===== src/rtl/sync_fifo_pkg.sv =====
// rtl/sync_fifo_pkg.sv - shared FIFO defaults and pointer-width helper
package fifo_pkg;

  localparam int FIFO_DATA_WIDTH = 8;
  localparam int FIFO_DEPTH      = 8;

  // Pointer width is the address width plus one wrap bit.
  function automatic int ptr_width(input int depth);
    return $clog2(depth) + 1;
  endfunction

endpackage


===== src/rtl/sync_fifo_if.sv =====
// rtl/sync_fifo_if.sv - FIFO request/response bundle between stimulus side and storage
interface fifo_intf
  import fifo_pkg::*;
#(
  parameter int DATA_WIDTH = FIFO_DATA_WIDTH,
  parameter int DEPTH      = FIFO_DEPTH
) ();

  localparam int PTR_W = ptr_width(DEPTH);

  logic                  wr_en;
  logic                  rd_en;
  logic [DATA_WIDTH-1:0] data_in;
  logic [DATA_WIDTH-1:0] data_out;
  logic                  full;
  logic                  empty;
  logic [PTR_W-1:0]      count;
  logic                  overflow;
  logic                  underflow;

  modport master (
    output wr_en, rd_en, data_in,
    input  data_out, full, empty, count, overflow, underflow
  );

  modport slave (
    input  wr_en, rd_en, data_in,
    output data_out, full, empty, count, overflow, underflow
  );

endinterface


===== src/rtl/sync_fifo_mem.sv =====
// rtl/sync_fifo_mem.sv - dual-port register array with registered, resettable read port
module fifo_mem
  import fifo_pkg::*;
#(
  parameter int DATA_WIDTH = FIFO_DATA_WIDTH,
  parameter int ADDR_W     = $clog2(FIFO_DEPTH)
) (
  input  logic                  clk,
  input  logic                  rst,
  input  logic                  we,
  input  logic [ADDR_W-1:0]     waddr,
  input  logic [DATA_WIDTH-1:0] wdata,
  input  logic                  re,
  input  logic [ADDR_W-1:0]     raddr,
  output logic [DATA_WIDTH-1:0] rdata
);

  localparam int WORDS = 2 ** ADDR_W;

  logic [DATA_WIDTH-1:0] mem_q [WORDS];

  // Storage is deliberately not reset; only written slots are ever read.
  always_ff @(posedge clk) begin
    if (we) begin
      mem_q[waddr] <= wdata;
    end
  end

  // Read data register holds its value until the next accepted read.
  always_ff @(posedge clk or posedge rst) begin
    if (rst) begin
      rdata <= '0;
    end else if (re) begin
      rdata <= mem_q[raddr];
    end
  end

endmodule


===== src/rtl/sync_fifo.sv =====
// rtl/sync_fifo.sv - single-clock FIFO; SYNC_FIFO_ERR_EN enables sticky overflow/underflow flags
module sync_fifo
  import fifo_pkg::*;
#(
  parameter int DATA_WIDTH = FIFO_DATA_WIDTH,
  parameter int DEPTH      = FIFO_DEPTH
) (
  input  logic     clk,
  input  logic     rst,
  fifo_intf.slave  bus
);

  localparam int PTR_W  = ptr_width(DEPTH);
  localparam int ADDR_W = PTR_W - 1;
  localparam logic [PTR_W-1:0] PTR_ONE = PTR_W'(1);

  logic [PTR_W-1:0] wr_ptr;
  logic [PTR_W-1:0] rd_ptr;
  logic             full;
  logic             empty;
  logic             wr_acc;
  logic             rd_acc;

  // Flags derive only from registered pointers, so they move after an edge.
  assign empty  = (wr_ptr == rd_ptr);
  assign full   = (wr_ptr[ADDR_W-1:0] == rd_ptr[ADDR_W-1:0]) &&
                  (wr_ptr[ADDR_W] != rd_ptr[ADDR_W]);
  assign wr_acc = bus.wr_en && !full;
  assign rd_acc = bus.rd_en && !empty;

  assign bus.full  = full;
  assign bus.empty = empty;
  assign bus.count = wr_ptr - rd_ptr;

  // Write pointer advances on each accepted write, wrap bit toggling naturally.
  always_ff @(posedge clk or posedge rst) begin
    if (rst) begin
      wr_ptr <= '0;
    end else if (wr_acc) begin
      wr_ptr <= wr_ptr + PTR_ONE;
    end
  end

  // Read pointer advances on each accepted read.
  always_ff @(posedge clk or posedge rst) begin
    if (rst) begin
      rd_ptr <= '0;
    end else if (rd_acc) begin
      rd_ptr <= rd_ptr + PTR_ONE;
    end
  end

  fifo_mem #(
    .DATA_WIDTH (DATA_WIDTH),
    .ADDR_W     (ADDR_W)
  ) u_mem (
    .clk   (clk),
    .rst   (rst),
    .we    (wr_acc),
    .waddr (wr_ptr[ADDR_W-1:0]),
    .wdata (bus.data_in),
    .re    (rd_acc),
    .raddr (rd_ptr[ADDR_W-1:0]),
    .rdata (bus.data_out)
  );

`ifdef SYNC_FIFO_ERR_EN
  logic overflow_q;
  logic underflow_q;

  // Misuse flags latch on any rejected-by-state request and clear only on reset.
  always_ff @(posedge clk or posedge rst) begin
    if (rst) begin
      overflow_q  <= 1'b0;
      underflow_q <= 1'b0;
    end else begin
      if (bus.wr_en && full) begin
        overflow_q <= 1'b1;
      end
      if (bus.rd_en && empty) begin
        underflow_q <= 1'b1;
      end
    end
  end

  assign bus.overflow  = overflow_q;
  assign bus.underflow = underflow_q;
`else
  assign bus.overflow  = 1'b0;
  assign bus.underflow = 1'b0;
`endif

endmodule


===== src/flat_wrapper.sv =====
// flat-port wrapper written by rule: the top's interface ports become plain ports
module sync_fifo_flat import fifo_pkg::*;
#(
  parameter int DATA_WIDTH = FIFO_DATA_WIDTH,
  parameter int DEPTH      = FIFO_DEPTH
)
  (clk, rst, bus_wr_en, bus_rd_en, bus_data_in, bus_data_out, bus_full, bus_empty, bus_count, bus_overflow, bus_underflow);
  fifo_intf #(.DATA_WIDTH(DATA_WIDTH), .DEPTH(DEPTH)) bus_i ();
  input  logic clk;
  input  logic rst;
  input wire logic [$bits(bus_i.wr_en)-1:0] bus_wr_en;
  input wire logic [$bits(bus_i.rd_en)-1:0] bus_rd_en;
  input wire logic [$bits(bus_i.data_in)-1:0] bus_data_in;
  output wire logic [$bits(bus_i.data_out)-1:0] bus_data_out;
  output wire logic [$bits(bus_i.full)-1:0] bus_full;
  output wire logic [$bits(bus_i.empty)-1:0] bus_empty;
  output wire logic [$bits(bus_i.count)-1:0] bus_count;
  output wire logic [$bits(bus_i.overflow)-1:0] bus_overflow;
  output wire logic [$bits(bus_i.underflow)-1:0] bus_underflow;
  assign bus_i.wr_en = bus_wr_en;
  assign bus_i.rd_en = bus_rd_en;
  assign bus_i.data_in = bus_data_in;
  assign bus_data_out = bus_i.data_out;
  assign bus_full = bus_i.full;
  assign bus_empty = bus_i.empty;
  assign bus_count = bus_i.count;
  assign bus_overflow = bus_i.overflow;
  assign bus_underflow = bus_i.underflow;
  sync_fifo #(.DATA_WIDTH(DATA_WIDTH), .DEPTH(DEPTH)) u_core (.clk(clk), .rst(rst), .bus(bus_i));
endmodule

===== config.mk =====
export PLATFORM = sky130hd
export DESIGN_NAME = sync_fifo_flat
export DESIGN_NICKNAME = d
export VERILOG_FILES = /design/src/rtl/sync_fifo_pkg.sv /design/src/rtl/sync_fifo_if.sv /design/src/rtl/sync_fifo_mem.sv /design/src/rtl/sync_fifo.sv /design/src/flat_wrapper.sv
export SDC_FILE = /design/constraint.sdc
export NUM_CORES = 1
export LEC_CHECK = 0
export ABC_AREA = 1
export ABC_CLOCK_PERIOD_IN_PS = 3000
export CORE_MARGIN = 3
export CORE_UTILIZATION = 30
export CTS_CLUSTER_DIAMETER = 200
export DETAILED_ROUTE_END_ITERATION = 10
export HOLD_SLACK_MARGIN = 0.15
export MAX_ROUTING_LAYER = met4
export SYNTH_ARGS = -nofsm -noshare
export SYNTH_HDL_FRONTEND = slang
export SYNTH_SLANG_ARGS = --single-unit

===== constraint.sdc =====
create_clock -name clk -period 3 [get_ports clk]
set_input_delay 0.45 -clock clk [delete_from_list [all_inputs] [get_ports clk]]
set_output_delay 0.45 -clock clk [all_outputs]
set_load 0.01 [all_outputs]

==> results_dict.tcl, run 1 <==
set metrics [dict create \
    dp_cells 550 \
    path_clk_slew_ns 0.06 \
    start_util_pct 31.5 \
    pwr-share-comb_pct 41.9 \
    avgRoutedWirePerCell_um 13.8 \
    worst_slack_ns 0.350 \
    grt_setup_unrepaired "false" \
    pwr-share-seq_pct 34.0 \
    cts_hold_buf 0 \
    cts_buffer_depth 2 \
    drt_first_pass_iters 4 \
    cp-end-kind "output pin" \
    power_frac_clock_pct 24.2 \
    ys_types 24 \
    crit_end "bus_count[3]" \
    syn_area_um2 3710 \
    outcome "complete, no violations" \
    row_count 39 \
    crit_fanout 10 \
    place_congestion 0.761 \
    first_global_vias 2324 \
    fmax_mhz 377 \
    reg2reg_depth 10 \
    setup_tns_ns 0 \
    htree_levels 3 \
    crit_chain "inv_2 -> ha_1 -> a21oi_1 -> o21ai_0 -> xor2_1 -> clkdlybuf4s50_1" \
    cts_made_buffers 9 \
    cts_tree "done" \
    cp.required_ns 2.55 \
    drv_slew 0 \
    place_hpwl_um 4900 \
    worst_ep_arrival_time_ns 2.20 \
    nets 415 \
    via_count 2421 \
    intPower_mw 2.87 \
    cap_violations 0 \
    startpoint_type "register" \
    powerDensity_nw_per_um2 1020 \
    max_stage_delay_ns 0.55 \
    crit_slowest_cell "clkdlybuf4s50_1" \
    dp_worst_setup_slack_ns 0.686 \
    cts_resized 0 \
    clk_latency_ns 0.33 \
    fp.dieW_um 117 \
    diodes 0 \
    reg2reg_slack_ns 0.81 \
    wl_um 7790 \
    cellLeakagePower_nw 1.96 \
    grt_max_degree 36 \
    dr.first_iter.drc_count 198 \
    post-route-period-util_pct 88.3 \
    io_pins 28 \
    vias_per_cell 4.28 \
    switching_share_pct 37.1 \
    ys_warn_count 0 \
    seq_area_frac_synth_pct 62.7 \
    fin_skew_ns 0.00677 \
    setup_viol 0 \
    max-vdd-ir-drop_mv 0.387 \
    route.detailed.drc 0 \
    r2r_start "u_core.rd_ptr[2]$_DFFE_PP0P_" \
    numPortBuffers 25 \
    layout-drive-gt1-share_pct 15.7 \
    synth_seq_cells 80 \
    grt-ovfl-total 0 \
    crit_type "reg2out" \
    antenna_found_initial 0 \
    worstMarginPinSlew_ns 0.752 \
    p_switching_mw 1.69 \
    dieHeight_um 117 \
    avgSynthCellArea_um2 10.3 \
    min_path_type "reg2reg" \
    hold_viol_final 0 \
    area_growth_pct 20.7 \
    postCtsSetupBuffers 0 \
    netlist_instances 360 \
    instances_no_fill 566 \
    grtUsageTotal_pct 12.5 \
    dieArea_um2 13700 \
    drtAntennaViolNets 0 \
    min_period_ns 2.65 \
    grt_pass1_wl_um 12200 \
    cts_sinks 80 \
    hold_ws_ns 0.490 \
    core-area_um2 11800 \
    crit_path_start "u_core.rd_ptr[2]$_DFFE_PP0P_" \
    rr_endpoint "u_core.u_mem.mem_q[5][3]$_DFFE_PP_" \
    root_buffer "clkbuf_16" \
    worst_slew_margin_rel_pct 49.8 \
]
==> cell families (layout without fill, tap and decap cells) <==
kind of cell	after synthesis	count (layout)	synth area share, %
flops	80	80	62.7
fa+ha+maj	6	6	2.23
compound gates	5	5	0.776
buf+inv	78	119	9.32
xor+xnor	6	6	1.42
other cells	1	2	0.101
simple gates	184	184	23.5
==> how the worst min path moves through the flow <==
stage / to / start / slack (ns) / depth (start not counted)
final: u_core.u_mem.rdata[6]$_DFFE_PP0P_ / u_core.u_mem.rdata[6]$_DFFE_PP0P_ / 0.49 / 2
after global routing: u_core.u_mem.rdata[6]$_DFFE_PP0P_ / u_core.u_mem.rdata[6]$_DFFE_PP0P_ / 0.52 / 2
after CTS: u_core.u_mem.rdata[6]$_DFFE_PP0P_ / u_core.u_mem.rdata[6]$_DFFE_PP0P_ / 0.50 / 2
after detailed placement: u_core.u_mem.rdata[1]$_DFFE_PP0P_ / u_core.u_mem.rdata[1]$_DFFE_PP0P_ / 0.48 / 2
after global placement: u_core.u_mem.rdata[6]$_DFFE_PP0P_ / u_core.u_mem.rdata[6]$_DFFE_PP0P_ / 0.48 / 2
after floorplan: u_core.rd_ptr[0]$_DFFE_PP0P_ / rst / 0.36 / 1
==> per-layer routing <==
layer,share of wire [%],vias to the layer above,track usage [%]
met4,1.3,0,3.52
met1,47,1148,16.4
met3,4.7,10,3.34
met5,0,-,-
met2,47,55,19.0
li1,-,1208,-
==> power by group through the flow <==
stage / logic [mW] / clock network, mW / registers [mW]
after CTS: 1.94 / 1.12 / 1.55
final: 1.91 / 1.10 / 1.55
after global placement: 1.90 / 0 / 1.56
after floorplan: 1.25 / 0 / 1.58
after detailed placement: 1.92 / 0 / 1.57
after global routing: 2.14 / 1.17 / 1.58
==> flip-flops by register name (all words and copies together) (netlist names) <==
signal / flops
u_core.u_mem.rdata: 8
u_core.rd_ptr: 4
u_core.wr_ptr: 4
u_core.u_mem.mem_q: 64
==> cell usage after synthesis <==
cell type / number / area share, %
inv_6: 1 / 0.24
nand2_4: 2 / 0.61
fa_1: 1 / 0.54
nor2_4: 1 / 0.30
nand3_2: 9 / 2.4
nand2_1: 108 / 11
ha_1: 5 / 1.7
inv_2: 5 / 0.51
buf_4: 6 / 1.2
o21ai_2: 1 / 0.24
xnor2_1: 2 / 0.47
edfxtp_1: 64 / 52
dfrtp_1: 16 / 11
o21ai_0: 3 / 0.41
conb_1: 1 / 0.10
nand2_2: 13 / 2.2
xor2_1: 4 / 0.95
inv_1: 58 / 5.9
nor2_1: 8 / 0.81
buf_2: 7 / 0.95
a21oi_1: 1 / 0.13
nand3_1: 42 / 5.7
buf_12: 1 / 0.54
nand2_8: 1 / 0.54
==> cells in the final DEF, fill, tap and decap left out, types with 2 or more instances in the layout <==
cell	count
nand3_2	9
inv_2	5
o21ai_0	3
xnor2_1	2
ha_1	5
inv_6	3
xor2_1	4
nand2_4	2
edfxtp_1	64
conb_1	2
clkdlybuf4s50_1	25
clkinv_2	2
nand3_1	42
nand2_2	13
buf_4	14
nor2_1	8
dfrtp_1	16
inv_1	58
clkbuf_16	9
nand2_1	108
==> final cells by class <==
type / count / area [um2]
fill: 1159 / 7290
sequential: 80 / 2320
multi-input combinational: 203 / 1040
timing repair buffer: 39 / 355
inverter: 64 / 245
clock buffer: 10 / 239
tap: 164 / 205
clock inverter: 6 / 65.1
==> stage by stage <==
| step | power (mW) | utilization (%) | cell area, um2 |
|---|---|---|---|
| after detailed placement | 3.49 | 35.5 | 4170 |
| after CTS | 4.61 | 38.0 | 4470 |
| after global routing | 4.89 | 38.0 | 4470 |
| final | 4.57 | 38.0 | 4470 |
| after floorplan | 2.83 | - | 3710 |
| after global placement | 3.46 | 35.5 | 4170 |
==> critical path: cells and delay by family (launching register included) <==
kind                       cells  cell delay [ns]
buffers and inverters          2             0.75
DFF                            1             0.39
adders and majority gates      1             0.32
AOI/OAI and AO/OA              2             0.27
xor gates and xnor gates       1             0.14
Note: power is estimated with default switching activity, not from simulation.
==> inputs of run 2 (changes only) <==
- CAP_MARGIN: default -> 10
==> results of run 2 <==
The final DEF is identical to that of run 1; final timing and power are the same.
==> inputs of run 3 (changes only) <==
- ABC_CLOCK_PERIOD_IN_PS: 3000 -> 2920
- CAP_MARGIN: 10 -> default
- clock period: 3 -> 2.92 ns (I/O delays scaled with it)
==> run 3 against run 2 <==
Critical path depth down 1; final area up 0.20%; hold slack better by 0.00096 ns; clock power up 6%; combinational power up 3%; power up 3.4%; critical path type unchanged; sequential power up 3%; routed wire length down 1.4%; highest routed layer unchanged; largest power group unchanged; critical endpoint is now bus_count[2]; sequential share of layout area down 0.10 points.
==> results_dict.tcl, run 3 (synthesis gave the netlist of run 1 again) <==
set metrics [dict create \
    outcome "complete, no violations" \
    row_count 39 \
    dp_cells 550 \
    numPortBuffers 25 \
    crit_chain "inv_1 -> ha_1 -> fa_1 -> xnor2_1 -> clkdlybuf4s50_1" \
    start_util_pct 31.5 \
    top_register "u_core.u_mem.mem_q" \
    post-route-period-util_pct 90.6 \
    nets 415 \
    grt_pass1_wl_um 12200 \
    min_path_type "reg2reg" \
    diodes 0 \
    layout_common_cells "108 x nand2_1, 64 x edfxtp_1, 58 x inv_1" \
    fp.dieW_um 117 \
    largest_register_ffs 64 \
    hold_start "u_core.u_mem.rdata[6]$_DFFE_PP0P_" \
    cts_hold_buf 0 \
    htree_levels 3 \
    crit_type "reg2out" \
    crit_end "bus_count[2]" \
    setup_tns_ns 0 \
    worst_slew_margin_rel_pct 53.0 \
    layout-drive-gt1-share_pct 15.2 \
    layout_commonest_cell "nand2_1" \
    rr_endpoint "u_core.u_mem.mem_q[5][0]$_DFFE_PP_" \
    grt_max_degree 36 \
    cts_tree "done" \
    drv_slew 0 \
    top_regs "u_core.u_mem.mem_q (64), u_core.u_mem.rdata (8)" \
    cts_sinks 80 \
    path_depth 5 \
    root_buffer "clkbuf_16" \
    final-seq-area_um2 2320 \
    worst_slack_ns 0.275 \
    reg2reg_depth 10 \
    crit_fanout 5 \
    max_stage_delay_ns 0.57 \
    dieArea_um2 13700 \
    area_growth_pct 21.0 \
    fmax_mhz 378 \
    min_period_ns 2.65 \
    antenna_found_initial 0 \
    dieHeight_um 117 \
    wl_um 7680 \
    cellLeakagePower_nw 1.96 \
    cap_violations 0 \
    place_congestion 0.765 \
    via_count 2378 \
    core-area_um2 11800 \
    fillCellCount 1164 \
    clk_latency_ns 0.33 \
    multiInputGateArea_um2 1040 \
    grt-ovfl-total 0 \
    drt_first_pass_iters 4 \
    worst_ep_arrival_time_ns 2.21 \
    grt_setup_unrepaired "false" \
    cts_resized 0 \
    route.detailed.drc 0 \
    setup_viol 0 \
    dp_worst_setup_slack_ns 0.614 \
    first_global_vias 2344 \
    cpLargestDelayFamily "buffers and inverters" \
    cp.required_ns 2.48 \
    drtAntennaViolNets 0 \
    vias_per_cell 4.20 \
    worstPathBufferInverterCount 2 \
    path_clk_slew_ns 0.06 \
    hold_viol_final 0 \
    instances_no_fill 566 \
    cp-end-kind "output pin" \
    cts_buffer_depth 2 \
    startpoint_type "register" \
    io_pins 28 \
    grtUsageTotal_pct 12.5 \
    max-vdd-ir-drop_mv 0.473 \
    avgRoutedWirePerCell_um 13.6 \
    worstMarginPinSlew_ns 0.704 \
    r2r_start "u_core.rd_ptr[2]$_DFFE_PP0P_" \
    crit_slowest_cell "clkdlybuf4s50_1" \
    powerDensity_nw_per_um2 1050 \
    crit_path_start "u_core.wr_ptr[0]$_DFFE_PP0P_" \
    dr.first_iter.drc_count 127 \
    place_hpwl_um 4930 \
    cts_made_buffers 9 \
    reg2reg_slack_ns 0.76 \
    fin_skew_ns 0.00479 \
    postCtsSetupBuffers 0 \
]
## run 3: cell types whose count changed in the layout (fill, tap and decap cells not counted), sizes merged
cell      previous run  this run
inv                 66        64
clkinvlp             1         2
bufinv               1         2
## run 3: metrics by stage
step / instance area [um2] / total power [mW] / hold slack, ns / util, %
floorplan: 3710 / 2.91 / 0.352 / -
global placement: 4170 / 3.55 / 0.476 / 35.5
detailed placement: 4170 / 3.59 / 0.477 / 35.5
CTS: 4480 / 4.79 / 0.494 / 38.1
global route: 4480 / 5.06 / 0.513 / 38.1
finish: 4480 / 4.72 / 0.491 / 38.1
## run 3: worst min path at each step
stage,end,cells after the start,slack (ns)
after floorplan,u_core.rd_ptr[0]$_DFFE_PP0P_,1,0.35
after global placement,u_core.u_mem.rdata[6]$_DFFE_PP0P_,2,0.48
after detailed placement,u_core.u_mem.rdata[6]$_DFFE_PP0P_,2,0.48
after CTS,u_core.u_mem.rdata[6]$_DFFE_PP0P_,2,0.49
after global routing,u_core.u_mem.rdata[6]$_DFFE_PP0P_,2,0.51
final,u_core.u_mem.rdata[6]$_DFFE_PP0P_,2,0.49
## run 3: area by class of cell
class	instances	area share, %
well taps	164	4.58
inverters	64	5.47
clock inverters	6	1.87
repair buffers	39	7.93
flip-flops and latches	80	51.8
clock buffers	10	5.11
multi-input cells	203	23.2
## run 3: metal layers
| metal | GRT usage [%] | routed length (um) | vias up | part of all wire, % |
|---|---|---|---|---|
| li1 | - | - | 1210 | - |
| met1 | 15.9 | 3350 | 1088 | 44 |
| met2 | 19.7 | 3710 | 74 | 48 |
| met3 | 3.65 | 565 | 6 | 7.4 |
| met4 | 3.44 | 53 | 0 | 0.69 |
| met5 | - | 0 | - | 0 |
## run 3: report_power, final
part | switching (mW) | internal (mW)
Combinational | 1.17 | 0.784
Sequential | 0.113 | 1.48
Clock | 0.422 | 0.744
## run 3: worst register-to-register path, stage by stage (launching register included)
cell and delay (ns):
dfrtp_1 0.39, inv_2 0.20, ha_1 0.32, nand2_2 0.10
nor2_4 0.05, nand2_2 0.07, nand2_2 0.10, inv_2 0.10
nand2_1 0.09, nor2_1 0.21, buf_4 0.22
==> edit 1 (config.mk and constraints of run 1) <==
Build with the macro `SYNC_FIFO_ERR_EN` defined.
--- a/src/rtl/sync_fifo.sv
+++ b/src/rtl/sync_fifo.sv
@@ -1,4 +1,6 @@
 // rtl/sync_fifo.sv - single-clock FIFO; SYNC_FIFO_ERR_EN enables sticky overflow/underflow flags
+`define SYNC_FIFO_ERR_EN
+
 module sync_fifo
   import fifo_pkg::*;
 #(
Check against the original RTL: not equivalent (Yosys sat finds a counterexample within 4 cycles, from zero or initial values and one cycle with rst high).
==> edit 1 against run 1 <==
- design area up 1.4%
- register-to-register slack better by 0.03 ns
- sequential cell count up 2
- power up 2.7%
- synthesized area up 0.78%
- routed wire length up 0.58%
- setup slack worse by 0.012 ns
- non-clock buffer count down 1
- highest routed layer unchanged
==> edit 1: results <==
group,metric,value,unit
final_layout,regArea,0.00237,sq mm
yosys,synth_adder_area_share,0.0221,
yosys,synth_common_cells,"nand2_1, edfxtp_1, inv_1",
route,first_iter_violations,102,
yosys,synth_async_sr_flop_share,0.220,
final_layout,multi_input_area,0.00103,sq mm
route,wire_per_inst,13.7,um
final_layout,bufAreaShareNonClock,0.0778,
placement,port-buffer-count,27,
grt,grt_pass1_wl,12900,um
final_layout,multi_input_gates,202,
yosys,yosys_warnings,0,
grt,grt_pass1_vias,2490,
run_status,status,"finished clean",
timing,skew,0.00793,ns
final_layout,fillers,1231,
clock_tree,clockBufferDepth,2,
grt,antenna_found_initial,0,
worst_setup_path,reg2reg_depth,8,
yosys,synth_compound_area_frac,0.0131,
worst_setup_path,crit_arrival,2.21,ns
hold_path,whs_path_depth,1,
timing,slew_headroom,0.430,
placement,place_congestion,0.789,
final_layout,clock_area_frac,0.0720,
final_layout,drive_gt1_frac,0.144,
yosys,synth_area_leaders,"edfxtp_1, dfrtp_1, nand2_1",
yosys,synth.net_count,378,
final_layout,nNonClkBuffers,38,
power_and_ir_drop,static-leakage-power,1.97,nW
grt,track_usage,0.124,
yosys,synth-seq-area-share,0.635,
placement,hpwl,4900,um
route,vias_per_cell,4.31,
yosys,synthXorXnorAreaFrac,0.0117,
yosys,yosysUniqueCellTypes,26,
clock_tree,cts.sinks,82,
power_and_ir_drop,peakVddDrop,0.384,mV
[edit 1: changes by cell type after synthesis, moves of 2 or more]
cell	before	now
buf_4	6	3
nand2_2	13	10
a21o_1	0	2
dfrtp_1	16	18
[edit 1: final timing paths]
kind / startpoint / to / slack (ns)
worst max register to register: u_core.rd_ptr[1] / u_core.u_mem.mem_q[1][5] / 0.84
worst min-delay path: u_core.bus.overflow / u_core.bus.overflow / 0.46
worst max-delay path: u_core.rd_ptr[2] / bus_count[3] / 0.34
worst min register to register: u_core.bus.overflow / u_core.bus.overflow / 0.46
max in group asynchronous: rst / u_core.wr_ptr[0] / 1.87
min in group asynchronous: rst / u_core.u_mem.rdata[1] / 0.60
[edit 1: routing by layer]
metal / vias up / routed length [um] / global-route usage
met5: - / 0 / -
met4: 0 / 209 / 0.0447
met3: 14 / 367 / 0.0317
met2: 66 / 3690 / 0.195
met1: 1154 / 3560 / 0.155
li1: 1221 / - / -
[edit 1: worst max-delay path, cell delays in order (launching register included)]
cell             delay (ns)
dfrtp_1                0.38
inv_2                  0.19
ha_1                   0.32
a21oi_1                0.18
o21ai_0                0.12
xor2_1                 0.14
clkdlybuf4s50_1        0.55
[edit 1: stage by stage]
stage	cell area, sq um	worst slack (ns)	utilization	instances
floorplan	3730	0.744	-	360
finish	4540	0.338	0.374	570
detailed placement	4210	0.698	0.348	554
global route	4540	0.206	0.374	570
CTS	4540	0.329	0.374	570
global placement	4210	0.698	0.348	554
[edit 1: power by group]
| group | internal (W) | total [W] | switching (W) |
|---|---|---|---|
| sequential | 0.00149 | 0.00159 | 0.000107 |
| clock | 0.000738 | 0.00120 | 0.000459 |
| combinational | 0.000761 | 0.00190 | 0.00114 |
| total | 0.00299 | 0.00469 | 0.00170 |
==> edit 2 (settings of run 1) <==
Without the edit above. Put a register stage on the output `bus.count`, without a reset. The value now appears one clock later.
--- a/src/rtl/sync_fifo.sv
+++ b/src/rtl/sync_fifo.sv
@@ -30,7 +30,9 @@
 
   assign bus.full  = full;
   assign bus.empty = empty;
-  assign bus.count = wr_ptr - rd_ptr;
+  always_ff @(posedge clk) begin
+    bus.count <= wr_ptr - rd_ptr;
+  end
 
   // Write pointer advances on each accepted write, wrap bit toggling naturally.
   always_ff @(posedge clk or posedge rst) begin
Function: changed (Yosys sat finds a counterexample within 4 cycles, from zero or initial values and one cycle with rst high).
==> edit 2 against run 1 <==
- clock power rose by 14%
- routed wire length rose by 8.6%
- die area up 2.0%
- first-iteration DRC count down 22%
- setup slack got worse by 0.11 ns
- power is 1.7% higher
- design area rose by 1.2%
- synthesized area grew 2.1%
- sequential cell count grew 4
- critical path type unchanged
- highest routed layer unchanged
==> edit 2: results <==
group,metric,value,unit
placement,place_inst,549,
final_layout,nets,410,
timing,skew,0.00766,ns
timing,hold_slack,0.498,ns
yosys,synth-seq-area-share,0.635,
route,dr.pass1.iters,4,
worst_setup_path,r2r_slack,0.45,ns
yosys,ys.flop_type,"edfxtp_1",
final_layout,fillers,1209,
power_and_ir_drop,static-leakage-power,1.96,nW
worst_setup_path,crit_fanout,11,
clock_tree,cts_buffers,9,
grt,grt_pass1_vias,2439,
clock_tree,ctsResizeCount,0,
yosys,synth_common_cells,"nand2_1, edfxtp_1, inv_1",
clock_tree,ctsRootBufferMaster,"clkbuf_16",
final_layout,diodes,0,
run_status,status,"finished clean",
hold_path,whs_endpoint,"u_core.u_mem.rdata[7]",
route,vias,2456,
grt,antenna_found_initial,0,
worst_setup_path,cp-endpoint,"bus_full",
final_layout,drive_gt1_frac,0.134,
yosys,synth_async_sr_flop_share,0.190,
placement,hpwl,5820,um
worst_setup_path,reg2reg_depth,9,
power_and_ir_drop,peakVddDrop,0.396,mV
yosys,yosysUniqueCellTypes,25,
worst_setup_path,cp_slowest_cell,"dfrtp_1",
route,vias_per_cell,4.35,
clock_tree,clockBufferDepth,2,
hold_path,whs_path_depth,2,
timing,slew_headroom,0.519,
yosys,synth_edf_count,64,
hold_path,min_from,"u_core.u_mem.rdata[7]",
yosys,synthCells,364,
grt,grt_pass1_wl,13500,um
worst_setup_path,timing.rr.end,"u_core.u_mem.mem_q[3][3]",
clock_tree,clk_pin_slew,0.06,ns
worst_setup_path,crit_arrival,2.31,ns
clock_tree,htreeDepth,3,
route,wirelength,8450,um
yosys,synth_area_leaders,"edfxtp_1, nand2_1, dfrtp_1",
power_and_ir_drop,intPower,0.00297,W
route,first_iter_violations,155,
worst_setup_path,critPathLaunchType,"register",
worst_setup_path,r2r-start,"u_core.rd_ptr[2]",
placement,place_congestion,0.930,
grt,track_usage,0.131,
==> edit 2: cell families after synthesis <==
group	synth area share
compound gates	0.00760
xor+xnor	0.0139
fa+ha+maj	0.0218
buf+inv	0.0906
flops	0.635
other cells	0.000991
simple gates	0.230
==> edit 2: worst max-delay path: cells and delay by family (launching register included) <==
kind	cells	cell delay (ns)
adders and majority gates	1	0.38
buffers and inverters	3	0.75
DFF	1	0.54
and+or+nand+nor	3	0.30
==> edit 2: metrics by stage <==
step	area [sq um]	total power [W]	setup WS, ns	utilization
3_5_place_dp	4190	0.00343	0.463	0.344
2_1_floorplan	3790	0.00289	0.744	-
5_1_grt	4530	0.00496	0.113	0.372
3_3_place_gp	4190	0.00341	0.589	0.344
4_1_cts	4530	0.00469	0.230	0.372
6_report	4530	0.00464	0.235	0.372
==> edit 2: power by group through the flow <==
stage	clock, W	combinational (W)	sequential (W)
2_1_floorplan	0	0.00120	0.00169
3_3_place_gp	0	0.00172	0.00169
3_5_place_dp	0	0.00174	0.00170
4_1_cts	0.00127	0.00174	0.00168
5_1_grt	0.00131	0.00194	0.00170
6_report	0.00125	0.00172	0.00167
==> edit 2: per-layer routing <==
layer / track usage / wire, um / vias up
met3: 0.0234 / 531 / 16
li1: - / - / 1204
met4: 0.0549 / 222 / 0
met5: - / 0 / -
met1: 0.172 / 3810 / 1170
met2: 0.200 / 3890 / 66
==> edit 2: cell type report <==
class                           instances  area (sq um)  share of cell area
Multi-Input combinational cell        203          1040               0.230
Sequential cell                        84          2400               0.531
Inverter                               64           245              0.0542
Clock inverter                          7           115              0.0254
Clock buffer                            9           225              0.0497
Timing Repair Buffer                   30           288              0.0636
Tap cell                              168           210              0.0464
